<file path="src/rtl/rv32i_wb_master.sv">
// ---------------------------------------------------------------------------
// rv32i_wb_master
//
// Memory-stage Wishbone classic master. Each accepted load/store request
// becomes exactly one non-pipelined Wishbone cycle, or an immediate error
// response if the access is misaligned or has an illegal size.
//
// Handshakes:
//   req_valid_i / req_ready_o     request accepted on an edge with both high;
//                                 ready only while idle.
//   resp_valid_o                  single-cycle completion pulse. There is no
//                                 backpressure, so the consumer must take it.
//
// Ports:
//   clk_i, rst_i                  clock (rising edge), async active-high reset
//   req_we_i                      1 = store, 0 = load
//   req_addr_i                    byte address
//   req_wdata_i                   store data, right-aligned
//   req_size_i                    00 byte, 01 half, 10 word, 11 illegal
//   req_unsigned_i                load zero-extends when 1, sign-extends when 0
//   resp_rdata_o                  extended load data; 0 for stores and errors
//   resp_err_o                    completion is an error
//   resp_cause_o                  00 ok, 01 misaligned/illegal size,
//                                 10 bus error, 11 timeout
//   adr_o, dat_o, sel_o, we_o     Wishbone word address, steered data,
//                                 lane select and write enable
//   cyc_o, stb_o                  Wishbone cycle/strobe (always equal)
//   dat_i, ack_i, err_i           Wishbone slave read data, ack and error
//
// Parameters:
//   XLEN     data/address width; only 32 (four byte lanes) is supported
//   TIMEOUT  cycles to wait for ack/err before aborting; 0 disables it
// ---------------------------------------------------------------------------
module rv32i_wb_master #(
  parameter int XLEN    = 32,
  parameter int TIMEOUT = 255
) (
  input  logic            clk_i,
  input  logic            rst_i,
  input  logic            req_valid_i,
  output logic            req_ready_o,
  input  logic            req_we_i,
  input  logic [XLEN-1:0] req_addr_i,
  input  logic [XLEN-1:0] req_wdata_i,
  input  logic [1:0]      req_size_i,
  input  logic            req_unsigned_i,
  output logic            resp_valid_o,
  output logic [XLEN-1:0] resp_rdata_o,
  output logic            resp_err_o,
  output logic [1:0]      resp_cause_o,
  output logic [XLEN-3:0] adr_o,
  output logic [XLEN-1:0] dat_o,
  input  logic [XLEN-1:0] dat_i,
  output logic [3:0]      sel_o,
  output logic            cyc_o,
  output logic            stb_o,
  output logic            we_o,
  input  logic            ack_i,
  input  logic            err_i
);

  typedef enum logic [1:0] {S_IDLE, S_BUS, S_RESP} state_t;

  typedef enum logic [1:0] {
    C_OK       = 2'b00,
    C_MISALIGN = 2'b01,
    C_BUSERR   = 2'b10,
    C_TIMEOUT  = 2'b11
  } cause_t;

  localparam int CW = (TIMEOUT > 1) ? $clog2(TIMEOUT + 1) : 1;
  // The counter holds TIMEOUT-1 during the last BUS cycle the slave is given.
  localparam logic [CW-1:0] CNT_LAST = (TIMEOUT > 0) ? CW'(TIMEOUT - 1) : '0;

  state_t          state_q, state_d;
  cause_t          cause_q, cause_d;
  logic [XLEN-3:0] adr_q,   adr_d;
  logic [XLEN-1:0] dat_q,   dat_d;
  logic [3:0]      sel_q,   sel_d;
  logic            we_q,    we_d;
  logic            cyc_q,   cyc_d;
  logic [1:0]      off_q,   off_d;
  logic [1:0]      size_q,  size_d;
  logic            uns_q,   uns_d;
  logic [CW-1:0]   cnt_q,   cnt_d;
  logic [XLEN-1:0] rdata_q, rdata_d;

  logic            misaligned;
  logic            bus_exit;
  logic [3:0]      sel_new;
  logic [XLEN-1:0] dat_new;
  logic [7:0]      byte_lane;
  logic [15:0]     half_lane;
  logic [XLEN-1:0] load_ext;

  // Lane select and write-data steering for the incoming request.
  always_comb begin
    misaligned = (req_size_i == 2'b11) ||
                 (req_size_i == 2'b01 && req_addr_i[0]) ||
                 (req_size_i == 2'b10 && req_addr_i[1:0] != 2'b00);
    case (req_size_i)
      2'b00: begin
        sel_new = 4'b0001 << req_addr_i[1:0];
        dat_new = XLEN'(req_wdata_i[7:0]) << {req_addr_i[1:0], 3'b000};
      end
      2'b01: begin
        sel_new = 4'b0011 << req_addr_i[1:0];
        dat_new = XLEN'(req_wdata_i[15:0]) << {req_addr_i[1], 4'b0000};
      end
      default: begin
        sel_new = 4'b1111;
        dat_new = req_wdata_i;
      end
    endcase
  end

  // Read-data extraction: pick the addressed lane, then extend.
  always_comb begin
    byte_lane = 8'(dat_i >> {off_q, 3'b000});
    half_lane = 16'(dat_i >> {off_q[1], 4'b0000});
    case (size_q)
      2'b00:   load_ext = uns_q ? {{(XLEN-8){1'b0}}, byte_lane}
                                : {{(XLEN-8){byte_lane[7]}}, byte_lane};
      2'b01:   load_ext = uns_q ? {{(XLEN-16){1'b0}}, half_lane}
                                : {{(XLEN-16){half_lane[15]}}, half_lane};
      default: load_ext = dat_i;
    endcase
  end

  // Next-state logic.
  // NOTE: every variable gets a default before the case; a path that leaves
  // one unassigned would infer a latch instead of combinational logic.
  always_comb begin
    state_d  = state_q;
    cause_d  = cause_q;
    adr_d    = adr_q;
    dat_d    = dat_q;
    sel_d    = sel_q;
    we_d     = we_q;
    cyc_d    = cyc_q;
    off_d    = off_q;
    size_d   = size_q;
    uns_d    = uns_q;
    cnt_d    = cnt_q;
    rdata_d  = rdata_q;
    bus_exit = 1'b0;

    case (state_q)
      S_IDLE: begin
        if (req_valid_i) begin
          off_d   = req_addr_i[1:0];
          size_d  = req_size_i;
          uns_d   = req_unsigned_i;
          rdata_d = '0;
          cnt_d   = '0;
          if (misaligned) begin
            cause_d = C_MISALIGN;
            state_d = S_RESP;
          end else begin
            cause_d = C_OK;
            adr_d   = req_addr_i[XLEN-1:2];
            sel_d   = sel_new;
            dat_d   = dat_new;
            we_d    = req_we_i;
            cyc_d   = 1'b1;
            state_d = S_BUS;
          end
        end
      end

      S_BUS: begin
        cnt_d = cnt_q + CW'(1);
        // err beats ack, and either beats a timeout landing on the same edge.
        if (err_i) begin
          cause_d  = C_BUSERR;
          bus_exit = 1'b1;
        end else if (ack_i) begin
          cause_d  = C_OK;
          bus_exit = 1'b1;
          if (!we_q) rdata_d = load_ext;
        end else if (TIMEOUT != 0 && cnt_q == CNT_LAST) begin
          cause_d  = C_TIMEOUT;
          bus_exit = 1'b1;
        end
        if (bus_exit) begin
          cyc_d   = 1'b0;
          we_d    = 1'b0;
          sel_d   = '0;
          dat_d   = '0;
          adr_d   = '0;
          cnt_d   = '0;
          state_d = S_RESP;
        end
      end

      S_RESP:  state_d = S_IDLE;
      default: state_d = S_IDLE;
    endcase
  end

  // NOTE: state uses non-blocking assignments so every flop samples the
  // values from before the edge, independent of statement order.
  always_ff @(posedge clk_i or posedge rst_i) begin
    if (rst_i) begin
      state_q <= S_IDLE;
      cause_q <= C_OK;
      adr_q   <= '0;
      dat_q   <= '0;
      sel_q   <= '0;
      we_q    <= 1'b0;
      cyc_q   <= 1'b0;
      off_q   <= '0;
      size_q  <= '0;
      uns_q   <= 1'b0;
      cnt_q   <= '0;
      rdata_q <= '0;
    end else begin
      state_q <= state_d;
      cause_q <= cause_d;
      adr_q   <= adr_d;
      dat_q   <= dat_d;
      sel_q   <= sel_d;
      we_q    <= we_d;
      cyc_q   <= cyc_d;
      off_q   <= off_d;
      size_q  <= size_d;
      uns_q   <= uns_d;
      cnt_q   <= cnt_d;
      rdata_q <= rdata_d;
    end
  end

  // Ready is held low while reset is asserted so nothing is accepted then.
  assign req_ready_o  = (state_q == S_IDLE) && !rst_i;
  assign resp_valid_o = (state_q == S_RESP);
  assign resp_err_o   = resp_valid_o && (cause_q != C_OK);
  assign resp_cause_o = resp_valid_o ? cause_q : C_OK;
  assign resp_rdata_o = resp_valid_o ? rdata_q : '0;

  assign adr_o = adr_q;
  assign dat_o = dat_q;
  assign sel_o = sel_q;
  assign we_o  = we_q;
  assign cyc_o = cyc_q;
  assign stb_o = cyc_q;

endmodule

</file>
<file path="config.mk">
export PLATFORM = sky130hd
export DESIGN_NAME = rv32i_wb_master
export DESIGN_NICKNAME = d
export VERILOG_FILES = /design/src/rtl/rv32i_wb_master.sv
export SDC_FILE = /design/constraint.sdc
export NUM_CORES = 1
export LEC_CHECK = 0
export BUFFER_PORTS_ARGS = -buffer_cell sky130_fd_sc_hd__buf_2
export CORE_MARGIN = 1
export CORE_UTILIZATION = 45
export DETAILED_ROUTE_END_ITERATION = 12
export GPL_TIMING_DRIVEN = 0
export PLACE_DENSITY = 0.73
export SYNTH_ARGS = -nofsm -noshare
export SYNTH_HDL_FRONTEND = slang
export SYNTH_SLANG_ARGS = --single-unit
</file>
<file path="constraint.sdc">
create_clock -name clk_i -period 3.3 [get_ports clk_i]
set_clock_uncertainty 0.2 [all_clocks]
set_input_delay 0.165 -clock clk_i [delete_from_list [all_inputs] [get_ports clk_i]]
set_output_delay 0.165 -clock clk_i [all_outputs]
set_load 0.02 [all_outputs]
</file>
Yosys cells after proc, flatten, opt, wreduce, memory -nomap -nowiden --
Index checks and enable logic that the tools add are counted.
Word-level totals: bits in registers 117, bits of input ports 105, output and inout port bits 106, logic and storage cells 100
Operators by class: add/sub/neg operators 1, eq/ne operators 14, shifts and indexed selects 6, mux-type cells 48, reductions and logical operators 19
Operator list (count):
- $mux W32 | 10
- $pmux W32 S2 | 4
- $mux W30 | 3
- $pmux W30 S2 | 1
- $shl A16 B5 Y32 | 1
- $shl A8 B5 Y32 | 1
- $shr A32 B5 Y16 | 1
- $shr A32 B5 Y8 | 1
- $mux W2 | 8
- $mux W8 | 2
- $pmux W4 S2 | 2
- $pmux W8 S2 | 1
- $mux W4 | 3
- $ne A2 B2 Y1 const B | 6
- $mux W1 | 10
- $add A8 B1 Y8 const B | 1
- $eq A8 B8 Y1 const B | 1
- $pmux W2 S2 | 2
- $eq A2 B1 Y1 const B | 3
- $eq A2 B2 Y1 const B | 3
- $logic_not A2 Y1 | 3
- $reduce_and A2 Y1 | 3
- $reduce_bool A2 Y1 | 3
- $reduce_and A5 Y1 | 1
- other kinds (9) | 14

Depth between registers and ports, before layout --
Gate-level depths: netlist of run 1.
word-level depth 7, mapped depth 8, depth with buffers taken out 6

Worst setup path after synthesis of run 1 --
OpenSTA, ideal clock, no wires.
path type register -> register, start point register we_q, in the netlist we_o, end point register rdata_q[16], setup time 0.127 ns, data arrival time 1.721 ns, required time 2.973 ns, setup slack 1.253 ns, stages on the path, launching flop included 7, path buffers 2, clock period less this slack 2.047 ns, path through dfrtp_1 nor3b_2 mux2i_1 or2_2 clkbuf_1 clkbuf_1 a221o_2
Between the ends: longest elaborated chain between the ends 2
Ends and longest elaborated chain:
- from (decl) | line 80 | logic we_q, we_d;
- from (signal assigned) | line 223 | we_q <= we_d;
- $ne A2 B2 Y1 (no line)
- $reduce_and A5 Y1 (no line)
- to (signal assigned) | line 229 | rdata_q <= rdata_d;
- to (decl) | line 86 | logic [XLEN-1:0] rdata_q, rdata_d;
No other way between the ends. A chain may end at the register's enable or synchronous reset.

Final worst setup path of run 1 --
start point register state_q[1], end point output resp_rdata_o[30]
Between the ends: longest elaborated chain between the ends 2
Ends and longest elaborated chain:
- from (decl) | line 75 | state_t state_q, state_d;
- from (signal assigned) | line 218 | state_q <= state_d;
- $eq A2 B2 Y1 | line 235 | assign resp_valid_o = (state_q == S_RESP);
- $mux W32 | line 238 | assign resp_rdata_o = resp_valid_o ? rdata_q : '0;
- to (decl) | line 48 | output logic [XLEN-1:0] resp_rdata_o,
No other way between the ends.

==> results.toml, run 1 <==
[run_status]
outcome = "complete, no violations"

[cells_and_area]
fin_cells = 1029
final_nets = 955
diodes = 0
syn2layout_area_growth_pct = 53.2
post_route_cells_drive_above_1_share = 0.339
stdcell_area_um2 = 8650
finished_core_util = 0.714

[timing]
setup-tns-final_ns = 0
timing.final.crit_share = 0.785
setup_viol = 0
hold_slack_ns = 0.0138
timing.final.hold_violations = 0
slew_headroom = 0.405
unrepaired_setup_endpoints_after_global_routing = "no"
clock.fmax_mhz = 386
final-max-slew-violation-count = 0
layout_setup_ws_ns = 0.709
min_period_ns = 2.59
slew_worst_pin_ns = 0.890

[cts]
ctsHtreeMaxLevel = 4
cts_max_path_buffers = 2
worstSkewPairLatency_ns = 0.41
tritoncts = "built"
num_cts_buffers = 17
post_cts.resized_instances = 0
ctsRootBufferMaster = "sky130_fd_sc_hd__clkbuf_16"
cts.reportedPaths.clkPinSlew_ns = 0.06
cts_sinks = 117

[global_route]
pin_count_of_the_biggest_net_entering_global_routing = 40
grt_antenna_before_repair = 0
grt.total_usage = 0.305
grt_first_pass_wirelength_um = 30400
grt_pass1_vias = 6109
gr-total-overflow = 0

[yosys]
ys_seq_area_frac = 0.518
async_reset_ff_frac = 1.00
synth.yosys.warnings = 0
synthSimpleGateAreaFrac = 0.128
synth_enable_flop_cells = 0
synth_flop_type = "sky130_fd_sc_hd__dfrtp_1"
synthMuxAreaShare = 0.0259
synth.lib_cells_used.distinct = 56
syn-mean-instance-area_um2 = 11.1
synth-adder-area-share = 0.00443
synth_xor_area_frac = 0
synth_seq_cells = 117
syn_area_um2 = 5650
synth_compound_gate_area_share = 0.278
postSynthNetCount = 614
synth_top_family_by_area = "compound AO/OA/AOI/OAI gates"
gate_count_of_the_mapped_netlist = 507

[drt]
via_count = 5798
number_of_nets_with_antenna_violations_after_routing = 0
routed_via_density = 5.63
wirelength_um = 19100
first_iter_violations = 355
route.detailed.wl_per_inst_um = 18.6
drt_pass1_iterations = 5
route.detailed.drc = 0

[floorplan]
design.core.area_um2 = 12100
die_width_um = 114
floorplan.initialDensity = 0.466
floorplan.die_area_um2 = 13000
fp-row-count = 40
chipHeight_um = 114
io-pin-count = 211

[place]
placement.cell_area_um2 = 6970
post-place-cells = 887
place.gp.congestion = 0.866
dp_slack_ns = 0.988
hpwl_detailed_um = 12100
portBuffers = 209

[worst_setup_path]
worstSetupPathType = "reg2out"
critical_path_arrival_ns = 2.23
rr_endpoint = "rdata_q[22]"
critical_path.most_common_cell = "sky130_fd_sc_hd__buf_2"
cp_num_buf_inv = 3
critical_path.reg2reg.startpoint = "state_q[1]"
critPathMaxFanout = 10
critical-path-top-delay-family = "simple AND/OR/NAND/NOR gates"
critPathMaxStageDelay_ns = 0.56
end_kind = "output port"
worstPathRequired_ns = 2.93
critical_path.slowest_cell = "sky130_fd_sc_hd__nor2b_1"
cp_cell_sequence = "buf_2, nor2b_1, clkbuf_1, and2_1, buf_2"
worst_r2r_path_depth = 6
reg2reg_slack_ns = 0.96
worst_setup_path_startpoint = "state_q[1]"
startpoint_type = "flop"

[min_path]
timing.hold.worst.start = "req_addr_i[1]"
min_delay_path_depth = 3
type_of_the_tightest_min_delay_check = "in2reg"
whs_endpoint = "sel_o[0]"

[power]
irDropWorstVdd_mv = 0.344
design_power_total_mw = 5.44
areal_power_density_over_the_cells_nw_per_um2 = 628
cellLeakagePower_nw = 4.27

[flow_run]
cap_violations = 0
[layer usage]
metal / vias up / part of all wire / GRT usage
met4: 0 / 0.035 / 0.155
met3: 62 / 0.075 / 0.0765
met2: 335 / 0.49 / 0.511
met5: - / 0 / 0
li1: 2608 / - / -
met1: 2793 / 0.40 / 0.364
[cells in the final DEF, fill, tap and decap left out, types with 7 or more instances in the layout]
| cell type | synthesis | final |
|---|---|---|
| sky130_fd_sc_hd__inv_1 | 9 | 8 |
| sky130_fd_sc_hd__a21o_1 | 10 | 10 |
| sky130_fd_sc_hd__nor2b_1 | 7 | 7 |
| sky130_fd_sc_hd__a32o_1 | 8 | 8 |
| sky130_fd_sc_hd__dfrtp_1 | 117 | 117 |
| sky130_fd_sc_hd__or3_1 | 10 | 10 |
| sky130_fd_sc_hd__a22o_1 | 49 | 49 |
| sky130_fd_sc_hd__nand2_1 | 16 | 16 |
| sky130_fd_sc_hd__dlygate4sd3_1 | 0 | 110 |
| sky130_fd_sc_hd__o2bb2ai_1 | 25 | 25 |
| sky130_fd_sc_hd__and2_1 | 35 | 35 |
| sky130_fd_sc_hd__clkbuf_1 | 18 | 18 |
| sky130_fd_sc_hd__a21oi_1 | 31 | 31 |
| sky130_fd_sc_hd__clkbuf_16 | 0 | 17 |
| sky130_fd_sc_hd__a221o_2 | 10 | 10 |
| sky130_fd_sc_hd__mux2i_1 | 9 | 9 |
| sky130_fd_sc_hd__o21ai_0 | 29 | 29 |
| sky130_fd_sc_hd__nand3b_1 | 8 | 8 |
| sky130_fd_sc_hd__nand3_1 | 7 | 7 |
| sky130_fd_sc_hd__o221ai_1 | 7 | 7 |
| sky130_fd_sc_hd__a32oi_1 | 8 | 8 |
| sky130_fd_sc_hd__buf_2 | 15 | 224 |
| sky130_fd_sc_hd__nor2_1 | 9 | 9 |
[cell families after synthesis]
family                   Yosys count
AO/OA/AOI/OAI                    199
adder cells (fa/ha/maj)            2
buffers and inverters             55
multiplexers                      14
AND/OR/NAND/NOR                  120
flip-flops                       117
[worst register-to-register path, stage by stage, from the launching register on]
cell                            delay (ns)
sky130_fd_sc_hd__dfrtp_1              0.35
sky130_fd_sc_hd__buf_2                0.17
sky130_fd_sc_hd__nor2b_1              0.23
sky130_fd_sc_hd__nand2_1              0.19
sky130_fd_sc_hd__nor2_1               0.44
sky130_fd_sc_hd__dlygate4sd1_1        0.47
sky130_fd_sc_hd__a221o_2              0.22
[registers in the layout, indices dropped and copies added, names as in the netlist]
signal   count
adr_o       30
we_o         1
sel_o        4
rdata_q     32
uns_q        1
dat_o       32
state_q      2
off_q        2
size_q       2
cause_q      2
cnt_q        8
cyc_o        1
[timing repair]
item,4_1_cts,5_1_grt
setup endpoints to repair,0,0
hold buffers,110,0
hold endpoints to repair,181,0
setup buffers,0,0
[synth_stat cells (all sizes together), types with 2 or more instances]
library cell    n  area [um2]
nand3b          8        60.1
nand2b          5        31.3
dfrtp         117        2930
nor3b           2        20.0
nor3            3        15.0
buf            26         143
nor2            9        33.8
a31oi           2        12.5
or2             6        40.0
o21a            3        22.5
mux2i           9        90.1
or3            10        62.6
a21oi          31         155
and2           35         219
a2111oi         2        55.1
a22o           49         429
nand2          16        60.1
nand3           7        35.0
mux2            5        56.3
inv             9        33.8
a32o            8        80.1
or2b            5        37.5
o21ai          30         154
ha              2        25.0
o2bb2ai        25         219
nor2b           7        43.8
o221ai          7        61.3
a221o          16         173
a32oi           8        70.1
a21o           10        75.1
clkbuf         18        67.6
[report_power, final]
part | switching [mW] | internal [mW]
sequential | 0.183 | 1.71
combinational | 1.03 | 0.697
clock | 0.697 | 1.11
total | 1.91 | 3.53
[how the worst max path moves through the flow]
stage | end | slack, ns | depth (start not counted)
finish | resp_rdata_o[30] | 0.71 | 5
detailed placement | rdata_q[24] | 0.99 | 6
CTS | resp_rdata_o[13] | 0.72 | 5
global route | resp_rdata_o[16] | 0.54 | 5
global placement | dat_o[4] | 0.78 | 2
floorplan | rdata_q[16] | 1.25 | 6
[final cells by class]
type,count,area [um2]
Clock buffer,17,425
Fill cell,868,3460
Tap cell,168,210
Buffer,45,219
Sequential cell,117,2930
Multi-Input combinational cell,335,2460
Clock inverter,15,158
Inverter,10,41.3
Timing Repair Buffer,322,2210
Power figures use the tool's default switching activity.
==> inputs of run 2 (changes only) <==
==> constraint.sdc (replaced) <==
create_clock -name clk_i -period 2.1 [get_ports clk_i]
set_clock_uncertainty 0.2 [all_clocks]
set_input_delay 0.105 -clock clk_i [delete_from_list [all_inputs] [get_ports clk_i]]
set_output_delay 0.105 -clock clk_i [all_outputs]
set_load 0.02 [all_outputs]
==> run 2 against run 1 <==
Count of clock-buffer cells in the layout is the same. Via count rose by 2.3%. Flip-flop and latch count is the same. Global-route usage increased by 0.59 points. Hold slack improved by 0.0062 ns. Sequential share of layout area down 1.1 points. Clock power up 57%. Die area unchanged. Sequential power up 57%. Power up 61%. Critical path type is now reg2reg.
==> results.toml, run 2 (same netlist as run 1, synthesis figures left out) <==
[run_status]
outcome = "complete, no violations"

[worst_setup_path]
reg2reg_slack_ns = 0.05
worstPathRequired_ns = 2.26
worstSetupPathType = "reg2reg"
worst_r2r_path_depth = 6
worst_setup_path_startpoint = "size_q[0]"
startpoint_type = "flop"
critical_path.reg2reg.startpoint = "size_q[0]"
end_kind = "flop"
critPathMaxFanout = 10
rr_endpoint = "rdata_q[22]"
critical_path_arrival_ns = 2.21

[cts]
cts_max_path_buffers = 2
num_cts_buffers = 17
tritoncts = "built"
worstSkewPairLatency_ns = 0.41
cts_sinks = 117
ctsHtreeMaxLevel = 4
cts.reportedPaths.clkPinSlew_ns = 0.06
ctsRootBufferMaster = "sky130_fd_sc_hd__clkbuf_16"

[global_route]
grt.total_usage = 0.311
grt_pass1_vias = 6200
grt_first_pass_wirelength_um = 31000
pin_count_of_the_biggest_net_entering_global_routing = 40
gr-total-overflow = 0
grt_antenna_before_repair = 0

[drt]
wl_met3_um = 1630
routed_via_density = 5.68
number_of_nets_with_antenna_violations_after_routing = 0
routed.top_layer = "met4"
drt_pass1_iterations = 5
first_iter_violations = 404
met2_wirelength_um = 9650
routedLengthMet1_um = 7760
route.detailed.wl_per_inst_um = 19.0
route.detailed.drc = 0
via_count = 5933
wirelength_um = 19800

[min_path]
min_delay_path_depth = 3
type_of_the_tightest_min_delay_check = "in2reg"
whs_endpoint = "size_q[0]"
timing.hold.worst.start = "req_size_i[0]"

[power]
design_power_total_mw = 8.73
switching_share = 0.351
comb_power_share = 0.332
power_frac_seq = 0.341
power.share.clock = 0.327
cellLeakagePower_nw = 4.41
areal_power_density_over_the_cells_nw_per_um2 = 975
power_report.internal_total_mw = 5.66
irDropWorstVdd_mv = 0.577
power_switching_mw = 3.06

[floorplan]
floorplan.initialDensity = 0.466
die_width_um = 114
chipHeight_um = 114
floorplan.die_area_um2 = 13000
fp-row-count = 40
design.core.area_um2 = 12100
io-pin-count = 211

[cells_and_area]
final_nets = 970
syn2layout_area_growth_pct = 58.5
fillCellCount = 816
mostFrequentLayoutCell = "sky130_fd_sc_hd__buf_2"
diodes = 0
finished_core_util = 0.739
final_cell_mix = "sky130_fd_sc_hd__buf_2 (220), sky130_fd_sc_hd__dfrtp_1 (117), sky130_fd_sc_hd__dlygate4sd3_1 (117), sky130_fd_sc_hd__a22o_1 (49), sky130_fd_sc_hd__and2_1 (34)"
post_route_cells_drive_above_1_share = 0.370
fin_cells = 1044

[timing]
unrepaired_setup_endpoints_after_global_routing = "yes"
hold_slack_ns = 0.0200
timing.final.crit_share = 0.976
clock.fmax_mhz = 488
final-max-slew-violation-count = 0
setup_viol = 0
slew_worst_pin_ns = 0.922
min_period_ns = 2.05
slew_headroom = 0.384
timing.final.hold_violations = 0

[place]
post-place-cells = 887
hpwl_detailed_um = 12100
place.gp.congestion = 0.866
portBuffers = 209

[flow_run]
cap_violations = 0
[run 2: cell count changes in the layout (fill, tap and decap cells not counted), sizes merged]
cell           change
buf               +14
dlygate4sd3        +7
clkbuf             -6
clkdlybuf4s15      +1
dlygate4sd1        -1
[run 2: power groups by stage]
stage / logic (mW) / clock network, mW / registers (mW)
finish: 2.90 / 2.85 / 2.98
global route: 3.07 / 2.99 / 3.02
CTS: 2.75 / 2.88 / 2.95
detailed placement: 2.49 / 0 / 2.98
global placement: 2.41 / 0 / 2.97
floorplan: 1.20 / 0 / 3.36
[run 2: final cells by class]
class                           instances  area (um2)  share of cell area
Inverter                               10        41.3             0.00461
Clock inverter                         15         158              0.0176
Clock buffer                           17         425              0.0475
Timing Repair Buffer                  339        2350               0.263
Buffer                                 43         294              0.0328
Sequential cell                       117        2930               0.327
Tap cell                              168         210              0.0235
Multi-Input combinational cell        335        2540               0.284
[run 2: timing repair]
item,CTS,global route
hold buffers,117,0
pin swaps,4,1
setup endpoints to repair,134,102
gates resized for setup,26,33
endpoints found under the hold margin,187,0
setup buffers,6,4
[run 2: per-stage QoR]
step                      setup WS (ns)  TNS (ns)  cell area [um2]
after floorplan                  0.0528         0             5650
after global placement           -0.361    -48.46             6910
after detailed placement         -0.212     -9.31             6970
after CTS                      -0.00525  -0.00525             8850
after global routing            -0.0253    -0.126             8950
final                            0.0504         0             8950
[run 2: how the worst max path moves through the flow]
stage          slack (ns)               end
2_1_floorplan        0.05       rdata_q[16]
3_3_place_gp        -0.36          dat_o[4]
3_5_place_dp        -0.21       rdata_q[24]
4_1_cts            -0.005  resp_rdata_o[13]
5_1_grt             -0.03       rdata_q[22]
6_report             0.05       rdata_q[22]
[run 2: critical path, stage by stage, from the launching register on]
cell	delay, ns
sky130_fd_sc_hd__dfrtp_1	0.41
sky130_fd_sc_hd__or3_4	0.38
sky130_fd_sc_hd__or2_4	0.25
sky130_fd_sc_hd__a2111oi_4	0.30
sky130_fd_sc_hd__buf_4	0.21
sky130_fd_sc_hd__buf_8	0.13
sky130_fd_sc_hd__a221o_2	0.11
[run 2: metal layers]
layer | vias to the layer above | global-route usage
met5 | - | 0
met4 | 0 | 0.161
met3 | 76 | 0.0808
met2 | 346 | 0.518
met1 | 2872 | 0.371
li1 | 2639 | -
